--- src/rtl/lsu_pkg.sv ---
// Shared types for the mem_lsu load/store unit.
//   size_e     : access width encoding as carried on req_size
//   state_e    : sequencing states of the unit
//   size_bytes : number of bytes touched by an access of a given size
package lsu_pkg;

  typedef enum logic [1:0] {
    SIZE_B   = 2'b00,
    SIZE_H   = 2'b01,
    SIZE_W   = 2'b10,
    SIZE_RSV = 2'b11
  } size_e;

  typedef enum logic [2:0] {
    IDLE,
    LOAD,
    RMW_RD,
    WRITE,
    RESP
  } state_e;

  // Reserved size is reported as 4 bytes; it is rejected by the error check anyway.
  function automatic logic [2:0] size_bytes(input size_e s);
    case (s)
      SIZE_B:  size_bytes = 3'd1;
      SIZE_H:  size_bytes = 3'd2;
      default: size_bytes = 3'd4;
    endcase
  endfunction

endpackage

--- src/rtl/lsu_format.sv ---
// Combinational data formatting for mem_lsu.
//   size     : access size
//   sgn      : sign-extend loads when 1
//   wdata    : store data (low bytes significant for sub-word stores)
//   mem_data : word read from RAM at the access address
//   rdata    : load result, sign/zero extended
//   merged   : RAM word with the store bytes patched in (read-modify-write)
module lsu_format
  import lsu_pkg::*;
(
  input  size_e       size,
  input  logic        sgn,
  input  logic [31:0] wdata,
  input  logic [31:0] mem_data,
  output logic [31:0] rdata,
  output logic [31:0] merged
);

  always_comb begin
    rdata  = mem_data;
    merged = wdata;
    case (size)
      SIZE_B: begin
        rdata  = {{24{sgn & mem_data[7]}}, mem_data[7:0]};
        merged = {mem_data[31:8], wdata[7:0]};
      end
      SIZE_H: begin
        rdata  = {{16{sgn & mem_data[15]}}, mem_data[15:0]};
        merged = {mem_data[31:16], wdata[15:0]};
      end
      default: begin
        rdata  = mem_data;
        merged = wdata;
      end
    endcase
  end

endmodule

--- src/rtl/mem_lsu.sv ---
// Load/store initiator between the core execute stage and the byte-addressed RAM.
// One request at a time; sub-word stores are done as read-modify-write because
// the RAM always writes four bytes. Misaligned, reserved-size and out-of-range
// accesses return resp_err without touching the RAM.
//   clk, rst                       : clock, synchronous active-high reset
//   req_valid/req_ready            : request handshake
//   req_we/size/signed/addr/wdata  : request fields
//   resp_valid/resp_ready          : response handshake
//   resp_rdata/resp_err            : response payload
//   mem_we/mem_addr/mem_wd         : RAM write port and address
//   mem_data                       : RAM combinational read of addr..addr+3
module mem_lsu
  import lsu_pkg::*;
#(
  parameter int unsigned MEM_BYTES = 1024
) (
  input  logic        clk,
  input  logic        rst,
  input  logic        req_valid,
  output logic        req_ready,
  input  logic        req_we,
  input  logic [1:0]  req_size,
  input  logic        req_signed,
  input  logic [31:0] req_addr,
  input  logic [31:0] req_wdata,
  output logic        resp_valid,
  input  logic        resp_ready,
  output logic [31:0] resp_rdata,
  output logic        resp_err,
  output logic        mem_we,
  output logic [31:0] mem_addr,
  output logic [31:0] mem_wd,
  input  logic [31:0] mem_data
);

  state_e      state_q, state_d;
  // Set for the cycle after acceptance: the unit is still in IDLE but no longer
  // ready, and decides its path from the registered request.
  logic        pend_q;
  logic        we_q, sgn_q, err_q;
  size_e       size_q;
  logic [31:0] addr_q, wdata_q, wd_q, rdata_q;
  logic [31:0] mem_addr_q, mem_wd_q;
  logic        err;
  logic [32:0] end_addr;
  logic [31:0] fmt_rdata, fmt_merged;

  lsu_format u_format (
    .size     (size_q),
    .sgn      (sgn_q),
    .wdata    (wdata_q),
    .mem_data (mem_data),
    .rdata    (fmt_rdata),
    .merged   (fmt_merged)
  );

  // 33-bit end address so an access near 2^32 cannot wrap into range.
  always_comb begin
    end_addr = {1'b0, addr_q} + {30'b0, size_bytes(size_q)};
    err = (size_q == SIZE_RSV)
       || (size_q == SIZE_H && addr_q[0])
       || (size_q == SIZE_W && addr_q[1:0] != 2'b00)
       || (end_addr > 33'(MEM_BYTES));
  end

  always_ff @(posedge clk) begin
    if (rst) state_q <= IDLE;
    else     state_q <= state_d;
  end

  always_comb begin
    state_d = state_q;
    case (state_q)
      IDLE: begin
        if (pend_q) begin
          if (err)                  state_d = RESP;
          else if (!we_q)           state_d = LOAD;
          else if (size_q == SIZE_W) state_d = WRITE;
          else                      state_d = RMW_RD;
        end
      end
      LOAD:    state_d = RESP;
      RMW_RD:  state_d = WRITE;
      WRITE:   state_d = RESP;
      RESP:    if (resp_ready) state_d = IDLE;
      default: state_d = IDLE;
    endcase
  end

  always_comb begin
    req_ready  = !rst && state_q == IDLE && !pend_q;
    resp_valid = !rst && state_q == RESP;
    mem_we     = !rst && state_q == WRITE;
    mem_addr   = mem_addr_q;
    mem_wd     = mem_wd_q;
    if (state_q == LOAD || state_q == RMW_RD || state_q == WRITE) mem_addr = addr_q;
    if (state_q == WRITE) mem_wd = wd_q;
    resp_rdata = rdata_q;
    resp_err   = err_q;
  end

  always_ff @(posedge clk) begin
    if (rst) begin
      pend_q     <= 1'b0;
      we_q       <= 1'b0;
      sgn_q      <= 1'b0;
      size_q     <= SIZE_B;
      addr_q     <= '0;
      wdata_q    <= '0;
      wd_q       <= '0;
      rdata_q    <= '0;
      err_q      <= 1'b0;
      mem_addr_q <= '0;
      mem_wd_q   <= '0;
    end else begin
      mem_addr_q <= mem_addr;
      mem_wd_q   <= mem_wd;
      case (state_q)
        IDLE: begin
          if (!pend_q) begin
            if (req_valid) begin
              pend_q  <= 1'b1;
              we_q    <= req_we;
              sgn_q   <= req_signed;
              size_q  <= size_e'(req_size);
              addr_q  <= req_addr;
              wdata_q <= req_wdata;
              rdata_q <= '0;
              err_q   <= 1'b0;
            end
          end else begin
            pend_q <= 1'b0;
            err_q  <= err;
            wd_q   <= wdata_q;
          end
        end
        LOAD:    rdata_q <= fmt_rdata;
        RMW_RD:  wd_q    <= fmt_merged;
        default: ;
      endcase
    end
  end

endmodule

--- config.mk ---
export PLATFORM = sky130hd
export DESIGN_NAME = mem_lsu
export DESIGN_NICKNAME = d
export VERILOG_FILES = /design/src/rtl/lsu_pkg.sv /design/src/rtl/lsu_format.sv /design/src/rtl/mem_lsu.sv
export SDC_FILE = /design/constraint.sdc
export NUM_CORES = 1
export LEC_CHECK = 0
export ABC_CLOCK_PERIOD_IN_PS = 2610
export BUFFER_PORTS_ARGS = -buffer_cell sky130_fd_sc_hd__buf_2
export CAP_MARGIN = 20
export CORE_ASPECT_RATIO = 0.9
export CORE_MARGIN = 2
export CORE_UTILIZATION = 49
export CTS_CLUSTER_SIZE = 10
export DETAILED_ROUTE_END_ITERATION = 16
export GPL_ROUTABILITY_DRIVEN = 0
export PLACE_DENSITY_LB_ADDON = 0.12
export SKIP_LAST_GASP = 1
export SYNTH_ARGS = -nofsm -noshare
export SYNTH_HDL_FRONTEND = slang
export SYNTH_HIERARCHICAL = 1
export SYNTH_SLANG_ARGS = --single-unit
--- constraint.sdc ---
create_clock -name clk -period 2.61 [get_ports clk]
set_input_delay 0 -clock clk [delete_from_list [all_inputs] [get_ports clk]]
set_output_delay 0 -clock clk [all_outputs]
set_load 0.02 [all_outputs]
# == Yosys cells after proc, flatten, opt, wreduce, memory -nomap -nowiden ==
# Index checks and enable logic that the tools add are counted.
# classes
n_reduce_logical,25
add_sub_neg,1
magnitude_cmp,1
n_eq_ne,11
n_mux,20
n_bitwise,3
# ops
operator,count
32-bit case mux with 2 select lines,4
32-bit 2-to-1 mux,5
32-bit by 3-bit adder with 33-bit output,1
33-bit by 11-bit greater-than comparator with 1-bit output (second input constant),1
3-bit case mux with 4 select lines,1
3-bit 2-to-1 mux,3
2-bit inequality test (second input constant),4
2-bit nonzero test,4
3-bit by 2-bit equality test with 1-bit output (second input constant),2
1-bit logical AND,6
3-bit case mux with 2 select lines,1
2-bit AND reduction,3
3-bit AND reduction,2
1-bit logical OR,5
1-bit 2-to-1 mux,5
2-bit equality test (second input constant),2
3-bit by 1-bit equality test with 1-bit output (second input constant),1
3-bit equality test (second input constant),1
3-bit logical NOT,1
1-bit bitwise AND,2
2-bit by 1-bit equality test with 1-bit output (second input constant),1
1-bit logical NOT,2
2-bit logical NOT,1
2-bit 2-to-1 mux,1
2 further kinds,2
# totals
reg_bits,201
out_inout_bits,100

# == Logic depth before layout (Yosys ltp) ==
# Gate-level depths: netlist (run 1).
# depth
word_depth,8
ltp_mapped,11
mapped_depth_nobuf,11

# == By module ==
# Netlist (run 1), hierarchy kept.
# by_module_without_submodules
module,area_each_um2,n_inst,cells_each
mem_lsu,8230.4,1,917
lsu_format,684.4,1,93

# == Worst setup path after synthesis (run 1) ==
# No wires, ideal clock.
# synth_timing
path_kind,reg2reg
start,register size_q[0]
end,"register err_q, in the netlist resp_err"
stages_incl_launch_ff,12
t_arrival_ns,2.671
setup_slack_ns,-0.193
path_cell_list,dfxtp_1 -> nor2_1 -> ha_1 -> fa_1 -> a21oi_1 -> nor2_1 -> or3_1 -> a21oi_1 -> o211ai_1 -> nor4_1 -> a311o_1 -> a21oi_1
# synth_via
elab_chain_cells,6
word_cells_on_any_way,13
classes_between,add/sub (1); order compare (1); eq/ne (3); mux (2); reduce/logical (6)
# synth_lines
item,line,source
"start, declared",mem_lsu.sv:41,size_e size_q;
"start signal, assigned",mem_lsu.sv:125,size_q <= size_e'(req_size);
2-bit by 1-bit equality test with 1-bit output or 2-bit logical NOT (tied branches),"lsu_pkg.sv:24, mem_lsu.sv:61",
3-bit case mux with 2 select lines or 1-bit logical AND (tied branches),"lsu_pkg.sv:24, mem_lsu.sv:61",
32-bit by 3-bit adder with 33-bit output or 1-bit logical OR (tied branches),"mem_lsu.sv:59, mem_lsu.sv:61",
33-bit by 11-bit greater-than comparator with 1-bit output or 1-bit logical OR (tied branches),"mem_lsu.sv:63, mem_lsu.sv:62",
1-bit logical OR (*),mem_lsu.sv:63,|| (end_addr > 33'(MEM_BYTES));
1-bit 2-to-1 mux (*),mem_lsu.sv:120,if (!pend_q) begin
"end signal, assigned",mem_lsu.sv:133,err_q <= err;
"end, declared",mem_lsu.sv:40,"logic we_q, sgn_q, err_q;"
# Mark *: on every way between the ends. The rest lies on a longest branch, timed or not.
# A chain may end at the register's enable or synchronous reset.

# == Worst setup path after layout (run 1) ==
# Same ends and word-level chain as after synthesis.

==> results of run 1 <==
-- cells in the mapped netlist, drive strengths merged, types with 3 or more instances --
cell | number | area [µm²]
nand4 | 6 | 37.5
nand2 | 174 | 653
mux2 | 86 | 972
nor3 | 13 | 65.1
ha | 3 | 37.5
or3 | 4 | 25.0
nor2 | 84 | 318
xnor2 | 5 | 43.8
a22oi | 32 | 240
a31oi | 7 | 43.8
o21ai | 29 | 145
nand3 | 9 | 50.1
nor2b | 67 | 419
inv | 4 | 15.0
buf | 38 | 229
xor2 | 3 | 26.3
a21o | 11 | 82.6
dfxtp | 201 | 4020
clkbuf | 54 | 203
mux2i | 33 | 330
a21oi | 78 | 394
and4 | 4 | 35.0
a211oi | 35 | 268
-- registers in the layout, summed over array words and instances, names as in the netlist --
| register | flops |
|---|---|
| mem_wd_q | 32 |
| we_q | 1 |
| sgn_q | 1 |
| size_q | 2 |
| mem_addr_q | 32 |
| pend_q | 1 |
| addr_q | 32 |
| state_q | 3 |
| wd_q | 32 |
| wdata_q | 32 |
| resp_err | 1 |
| resp_rdata | 32 |
-- what timing repair did --
action	in CTS	in global routing
buffers inserted	0	4
hold endpoints to repair	117	0
pin swaps	6	2
setup endpoints to repair	4	6
gates resized for setup	5	5
hold buffers	106	0
-- logic make-up after synthesis --
group | Yosys count | share of synthesized area, %
and+or+nand+nor | 375 | 19.2
buffers and inverters | 96 | 5.01
xor gates and xnor gates | 8 | 0.786
AOI/OAI and AO/OA | 207 | 14.6
DFF | 201 | 45.1
muxes | 119 | 14.6
adders and majority gates | 4 | 0.646
-- layer usage --
metal | vias to the layer above | GRT usage [%] | routed length, µm | part of all wire, %
met5 | - | 0 | 0 | 0
met3 | 47 | 3.81 | 1300 | 5.3
li1 | 4030 | - | - | -
met4 | 0 | 6.53 | 619 | 2.5
met2 | 247 | 38.5 | 10700 | 44
met1 | 3692 | 34.6 | 11700 | 48
-- critical path, cell delays in order (launching register included) --
cell	delay, ns
dfxtp_2	0.35
nor2_2	0.05
ha_2	0.18
fa_2	0.41
a21oi_4	0.23
nor2_2	0.06
or3_1	0.32
a21oi_2	0.13
o211ai_1	0.12
nor4_2	0.32
a311o_1	0.23
a21oi_1	0.06
-- area by class of cell --
| cell class | count | area, µm² | area share (%) |
|---|---|---|---|
| multi-input cells | 713 | 4540 | 37.9 |
| flip-flops and latches | 201 | 4030 | 33.7 |
| repair buffers | 346 | 2420 | 20.2 |
| clock buffers | 30 | 654 | 5.47 |
| well taps | 240 | 300 | 2.51 |
| inverters | 4 | 15.0 | 0.125 |
| clock inverters | 1 | 5.00 | 0.0418 |
-- worst min-delay path by stage --
stage	endpoint	from	cells after the start
2_1_floorplan	size_q[1]	req_size[1]	2
3_3_place_gp	wdata_q[29]	req_wdata[29]	3
3_5_place_dp	size_q[0]	req_size[0]	3
4_1_cts	resp_rdata[2]	mem_data[2]	4
5_1_grt	wdata_q[28]	req_wdata[28]	4
6_report	wdata_q[27]	req_wdata[27]	4
-- per-stage QoR --
| step | worst slack [ns] | setup TNS (ns) | hold WS [ns] |
|---|---|---|---|
| floorplan | 0.00621 | 0 | 0.128 |
| global placement | -0.0358 | -0.0446 | 0.241 |
| detailed placement | -0.0920 | -0.214 | 0.242 |
| CTS | 0.0113 | 0 | 0.265 |
| global route | -0.119 | -0.373 | 0.294 |
| finish | 0.00710 | 0 | 0.283 |
-- power breakdown --
group          total (mW)  switching, mW  internal, mW  leakage, nW
registers            3.31          0.106          3.20         1.64
logic               0.981          0.526         0.455         3.12
clock network        2.91           1.18          1.73        0.324
==> results.md, run 1 <==
- GRT Util Overall: 24.3%
- CTS tree: yes
- Vias: 8016
- N_diodes: 0
- Total power draw: 7.20 mW
- Syn-to-layout area delta: 34.3%
- Final Slew Violations: 0
- Synth Flop Type: dfxtp_1
- Flops & latches, synth: 201
- Synth warn: 6
- Vias per cell: 5.22
- Tmin final: 2.60 ns
- Core box area: 0.0177 mm²
- Mapped Cells: 1010
- Clock sink total: 201
- Finished Layout Cells: 1535
- Relative slew slack: 32.2%
- Clock transition at path regs: 0.05 ns
- Final count of hold timing violations: 0
- Die area: 0.0193 mm²
- Clock H-tree levels: 1
- DRT iter0 DRCs: 329
- Peak VDD IR: 429 µV
- Final Skew: 0.00690 ns
- RSZ-0062 raised after global routing: yes
- R2r worst-path depth: 11
- Clk Latency, worst-skew pair: 0.50 ns
- Status: completed
- FF-to-FF Start: size_q[0]
- Placed cells: 1394
- Post-Synthesis Cell Area: 0.00891 mm²
- EDFF count, synth: 0
- CTS Root Cell: clkbuf_16
- Number of CTS-inserted buffers: 24
- Worst EP arrival: 2.96 ns
- Worst reg-to-reg setup slack: 0.007 ns
- Clk buf depth: 3
- Most frequent cells in the layout: 202 x buf_2, 199 x dfxtp_1, 172 x nand2_1
- Startpoint types: register
- Ports: 204
- Routed len/inst: 15.9 µm
- Total Nets Final: 1398
- Layout cells sized above 1: 29.5%
- Routed wire length: 24.4 mm
- Ys async rst share: 0%
- Critical path endpoint category: register
- Final HPWL DP: 15.0 mm
- Final period util: 99.7%
- Final setup viols: 0
- Pwr/cell area: 602 mW/mm²
- First-pass GRT wire length: 39.1 mm
- Worst-path maximum fanout: 4
- Port-buffer cells: 203
- Die Span Y: 132 µm
- Hold WC Path Type: in2reg
- Max Cap Viol: 0
- Distinct cells, synth: 56
- # rows: 46
- Syn avg cell area: 8.83 µm²
- P_leak: 5.08 nW
- Antenna Nets Post-Route: 0
- Initial antenna violation count: 0
- Fill cells: 1490
- Die Wd: 146 µm
- Starting Density: 50.3%
- Worst slew pin tran: 1.02 ns
- Sequential share of the synthesized area: 45.1%
- Placed cell area: 0.0102 mm²
- Number of global-route vias before repair: 7708
- Largest net degree at the start of global routing: 86
- Drc violations: 0
- Syn_nets: 1118
- Pre-antenna DRT Iters: 5
- Required @ worst endpoint: 2.97 ns
- Gr ovfl total: 0
- Fin util: 67.5%
- Type of the worst setup path: reg2reg
- Finished Cell Area: 0.0120 mm²
- Crit path to: resp_err
- Critical path origin: size_q[0]
- Most common cell after layout, fill and taps aside: buf_2
- R2R Path End: resp_err
- Max Clock Freq: 0.384 GHz
(Power assumes the default switching activity.)
==> inputs of run 2 (changes only) <==
--- a/config.mk
+++ b/config.mk
@@ -10,7 +10,7 @@
 export CAP_MARGIN = 20
 export CORE_ASPECT_RATIO = 0.9
 export CORE_MARGIN = 2
-export CORE_UTILIZATION = 49
+export CORE_UTILIZATION = 25
 export CTS_CLUSTER_SIZE = 10
 export DETAILED_ROUTE_END_ITERATION = 16
 export GPL_ROUTABILITY_DRIVEN = 0
==> constraint.sdc (replaced) <==
create_clock -name clk -period 2.61 [get_ports clk]
set_input_delay 0.261 -clock clk [delete_from_list [all_inputs] [get_ports clk]]
set_output_delay 0.261 -clock clk [all_outputs]
set_load 0.02 [all_outputs]
==> results.md, run 2 (synthesized netlist as in run 1, its figures left out) <==
- Status: completed
- R2r worst-path depth: 10 (-1)
- Total Nets Final: 1381 (-1.2%)
- Die Wd: 203 µm (+39%)
- Largest net degree at the start of global routing: 72 (-16%)
- Max Clock Freq: 0.393 GHz (+2.3%)
- Syn-to-layout area delta: 36.0%
- # rows: 65 (+41%)
- Critical path endpoint category: register
- Final Slew Violations: 0 (unchanged)
- Clock transition at path regs: 0.06 ns (about the same)
- Antenna Nets Post-Route: 0 (unchanged)
- Worst slew pin tran: 0.624 ns (-0.393 ns)
- Ports: 204 (unchanged)
- Worst-path maximum fanout: 6 (+2)
- Final Skew: 0.00755 ns (+0.000652 ns)
- Startpoint types: register
- Final count of hold timing violations: 0 (unchanged)
- Final setup viols: 0 (unchanged)
- Most common cell after layout, fill and taps aside: buf_2
- Fin util: 34.5% (-33 points)
- Total power draw: 7.53 mW (+4.6%)
- Clock H-tree levels: 1 (unchanged)
- Starting Density: 25.4% (-25 points)
- Gr ovfl total: 0 (unchanged)
- Routed wire length: 28.2 mm (+16%)
- Pwr/cell area: 621 mW/mm² (+3.3%)
- Port-buffer cells: 203 (unchanged)
- P_leak: 5.03 nW (-1.0%)
- Peak VDD IR: 352 µV (-18%)
- Drc violations: 0 (unchanged)
- Vias: 7933 (-1.0%)
- Core box area: 0.0351 mm² (+98%)
- Hold WC Path Type: in2reg
- Most frequent cells in the layout: 202 x buf_2, 198 x dfxtp_1, 172 x nand2_1
- Vias per cell: 4.52 (-13%)
- Hold depth: 3 (-1)
- Required @ worst endpoint: 3.06 ns (+0.09 ns)
- Placed cell area: 0.0105 mm² (+3.6%)
- CTS tree: yes
- Die area: 0.0372 mm² (+93%)
- Initial antenna violation count: 2 (+2)
- Layout cells sized above 1: 31.2% (+1.7 points)
- Worst EP arrival: 3.00 ns (+0.04 ns)
- Clk buf depth: 3 (unchanged)
- Pre-antenna DRT Iters: 5 (unchanged)
- Number of CTS-inserted buffers: 25 (+4.2%)
- Finished Cell Area: 0.0121 mm² (+1.3%)
- Tmin final: 2.54 ns (-0.0589 ns)
- Routed len/inst: 16.1 µm (+1.2%)
- Type of the worst setup path: reg2reg
- First-pass GRT wire length: 44.5 mm (+14%)
- Clock sink total: 201 (unchanged)
- Clk Latency, worst-skew pair: 0.53 ns (+0.03 ns)
- RSZ-0062 raised after global routing: yes
- Die Span Y: 183 µm (+39%)
- DRT iter0 DRCs: 351 (+6.7%)
- Worst hold slack: 0.0760 ns (-0.207 ns)
- Final period util: 97.5% (-2.3 points)
- Number of global-route vias before repair: 7812 (+1.3%)
- GRT Util Overall: 14.9% (-9.4 points)
- Max Cap Viol: 0 (unchanged)
- Final HPWL DP: 19.0 mm (+26%)
- Relative slew slack: 58.4% (+26 points)
- CTS Root Cell: clkbuf_16
run 2: worst paths after layout:
kind / startpoint / to / slack [ns]
max: size_q[1] / resp_err / 0.07
min: mem_data[7] / resp_rdata[7] / 0.08
max reg2reg: size_q[1] / resp_err / 0.07
min reg2reg: wdata_q[17] / wdata_q[17] / 0.46
run 2: report_power, final:
group          leakage (nW)  internal (mW)  switching, mW  total [mW]
logic                  3.03          0.432          0.559       0.991
clock network         0.364           1.95           1.29        3.24
registers              1.64           3.20         0.0941        3.30
run 2: repair_timing:
item                                    4_1_cts  5_1_grt
endpoints found under the setup margin        5        5
gates cloned                                  0        0
hold buffers                                 75        0
buffers inserted                              1        2
hold endpoints to repair                     75        0
gates resized for setup                       6        9
pin swaps                                     6        9
run 2: layer usage:
| metal | part of all wire [%] | vias up | track usage (%) | wire length, µm |
|---|---|---|---|---|
| met5 | 0 | - | 0 | 0 |
| li1 | - | 4005 | - | - |
| met3 | 4.1 | 35 | 2.84 | 1150 |
| met2 | 44 | 165 | 23.0 | 12400 |
| met1 | 49 | 3728 | 21.1 | 13900 |
| met4 | 2.4 | 0 | 4.03 | 688 |
run 2: metrics by stage:
step	setup slack [ns]	instances	TNS, ns
finish	0.0660	1755	0
global route	-0.134	1755	-0.514
CTS	0.0233	1751	0
detailed placement	-0.133	1637	-0.498
global placement	-0.101	1637	-0.330
floorplan	0.00621	1010	0
run 2: worst max-delay path, stage by stage (launching register included):
cell and delay (ns):
dfxtp_4 0.37, ha_2 0.42, nand3_1 0.20, a21oi_4 0.26, buf_4 0.16, and4_1 0.21
nor3_1 0.05, a31oi_1 0.22, a211oi_2 0.10, a311o_1 0.35, a21oi_1 0.13
run 2: layout make-up:
cell class / count / area (µm²)
timing repair buffer: 328 / 2190
antenna: 2 / 5.00
clock buffer: 36 / 707
tap: 469 / 587
inverter: 4 / 15.0
sequential: 201 / 4030
multi-input combinational: 713 / 4550
fill: 3708 / 23000
clock inverter: 2 / 38.8
==> inputs of run 3 (changes only) <==
--- a/config.mk
+++ b/config.mk
@@ -8,7 +8,7 @@
 export ABC_CLOCK_PERIOD_IN_PS = 2610
 export BUFFER_PORTS_ARGS = -buffer_cell sky130_fd_sc_hd__buf_2
 export CAP_MARGIN = 20
-export CORE_ASPECT_RATIO = 0.9
+export CORE_ASPECT_RATIO = 0.8
 export CORE_MARGIN = 2
 export CORE_UTILIZATION = 25
 export CTS_CLUSTER_SIZE = 10
==> results.md, run 3 (synthesized netlist as in run 1, its figures left out) <==
- RSZ-0062 raised after global routing: yes
- Die Wd: 215 µm (+5.9%)
- Most frequent cells in the layout: 202 x buf_2, 199 x dfxtp_1, 172 x nand2_1
- Core box area: 0.0350 mm² (-0.51%)
- Final Skew: 0.0101 ns (+0.00260 ns)
- Final HPWL DP: 19.2 mm (+0.84%)
- # rows: 61 (-6.2%)
- Hold WC Path Type: in2reg
- Fin util: 35.0% (+0.45 points)
- Peak VDD IR: 326 µV (-7.4%)
- Worst EP arrival: 3.01 ns (about the same)
- Routed len/inst: 16.2 µm (+0.97%)
- Required @ worst endpoint: 3.05 ns (about the same)
- Relative slew slack: 62.0% (+3.6 points)
- N_diodes: 0 (-2)
- Type of the worst setup path: reg2reg
- Final setup viols: 0 (unchanged)
- Worst-path maximum fanout: 5 (-1)
- Pwr/cell area: 619 mW/mm² (-0.33%)
- Tmin final: 2.57 ns (+0.0244 ns)
- First-pass GRT wire length: 44.5 mm (+0.14%)
- Startpoint types: register
- Number of global-route vias before repair: 7822 (+0.13%)
- Clock H-tree levels: 1 (unchanged)
- Status: completed
- Largest net degree at the start of global routing: 82 (+14%)
- Critical path endpoint category: register
- Clk buf depth: 3 (unchanged)
- Die Span Y: 173 µm (-5.6%)
- Clock transition at path regs: 0.06 ns (about the same)
- Most common cell after layout, fill and taps aside: buf_2
- Clk Latency, worst-skew pair: 0.52 ns (about the same)
- Final period util: 98.4% (+0.94 points)
- Max Clock Freq: 0.389 GHz (-0.95%)
- Die area: 0.0372 mm² (about the same)
- Max incr delay on CP: 0.40 ns (-0.02 ns)
- Drc violations: 0 (unchanged)
- Pre-antenna DRT Iters: 6 (+1)
- Slowest stage cell, crit path: fa_2
- Port-buffer cells: 203 (unchanged)
- CTS Root Cell: clkbuf_16
- Vias per cell: 4.45 (-1.5%)
- Layout cells sized above 1: 31.6% (+0.42 points)
- Syn-to-layout area delta: 37.1%
- Starting Density: 25.5% (+0.13 points)
- Total Nets Final: 1384 (+0.22%)
- CTS tree: yes
- Max Cap Viol: 0 (unchanged)
- Initial antenna violation count: 0 (-2)
- Vias: 7830 (-1.3%)
- Routed wire length: 28.5 mm (+1.1%)
- Final Slew Violations: 0 (unchanged)
- Crit-path cells: nor2_4 -> ha_4 -> fa_2 -> a21oi_4 -> buf_6 -> buf_4 -> nor3_1 -> o21ai_0 -> o21ai_1 -> a31oi_2 -> nor4_4 -> a311o_1 -> a21oi_1
- Number of CTS-inserted buffers: 25 (unchanged)
- Gr ovfl total: 0 (unchanged)
- Fill cells: 3714 (+0.16%)
- Clock sink total: 201 (unchanged)
- GRT Util Overall: 15.0% (+0.074 points)
- Worst slew pin tran: 0.570 ns (-0.0541 ns)
- P_leak: 5.06 nW (+0.68%)
- Placed cells: 1643 (+0.37%)
- Antenna Nets Post-Route: 0 (unchanged)
- Ports: 204 (unchanged)
- Final count of hold timing violations: 0 (unchanged)
- Finished Layout Cells: 1758 (+0.17%)
- DRT iter0 DRCs: 344 (-2.0%)
- Worst hold slack: 0.0276 ns (-0.0484 ns)
[run 3: cell types whose count changed in the layout (fill, tap and decap cells not counted), moves of 2 or more]
cell	delta
buf_12	+4
dlygate4sd3_1	-3
buf_6	+2
diode_2	-2
[run 3: worst paths after layout]
path | start | to | slack, ns | cells past startpoint
max | size_q[1] | resp_err | 0.04 | 13
max reg2reg | size_q[1] | resp_err | 0.04 | 13
min | req_addr[26] | addr_q[26] | 0.03 | 3
min reg2reg | wdata_q[18] | wdata_q[18] | 0.46 | 2
[run 3: critical path: cells and delay by family (launching register included)]
family	cells	cell delay (ns)
adder cells (fa/ha/maj)	2	0.56
buffers and inverters	2	0.21
AO/OA/AOI/OAI	6	1.16
flip-flops	1	0.39
AND/OR/NAND/NOR	3	0.18
[run 3: layer usage]
metal  part of all wire, %  GRT usage, %  vias up
li1                      -             -     4002
met1                    51          21.4     3653
met2                    44          23.5      151
met3                   4.1          2.87       24
met4                   1.5          2.79        0
met5                     0             0        -
[run 3: layout make-up]
type                       instances  area, µm²  area share (%)
clock buffer                      36        707            5.79
multi-input combinational        713       4590            37.6
clock inverter                     1       30.0           0.246
timing repair buffer             331       2260            18.5
inverter                           4       15.0           0.123
sequential                       201       4030            33.0
tap                              472        591            4.83
[run 3: stage by stage]
stage | setup slack (ns) | cell area, µm² | power, mW | setup TNS [ns]
2_1_floorplan | 0.00621 | 8940 | 3.93 | 0
3_3_place_gp | -0.0396 | 10600 | 4.31 | -0.105
3_5_place_dp | -0.172 | 10600 | 4.31 | -0.658
4_1_cts | -0.0126 | 12100 | 7.70 | -0.0126
5_1_grt | -0.113 | 12200 | 7.97 | -0.347
6_report | 0.0416 | 12200 | 7.57 | 0
[run 3: repair_timing]
action,CTS,global route
setup buffers,4,2
hold buffers,71,1
pin swaps,9,13
gates resized for setup,8,14
hold endpoints to repair,71,1
endpoints found under the setup margin,36,4
[run 3: power by group]
group | leakage (nW) | internal (mW) | total (mW) | switching, mW
registers | 1.64 | 3.20 | 3.30 | 0.0936
clock network | 0.359 | 1.94 | 3.22 | 1.28
logic | 3.07 | 0.465 | 1.04 | 0.578
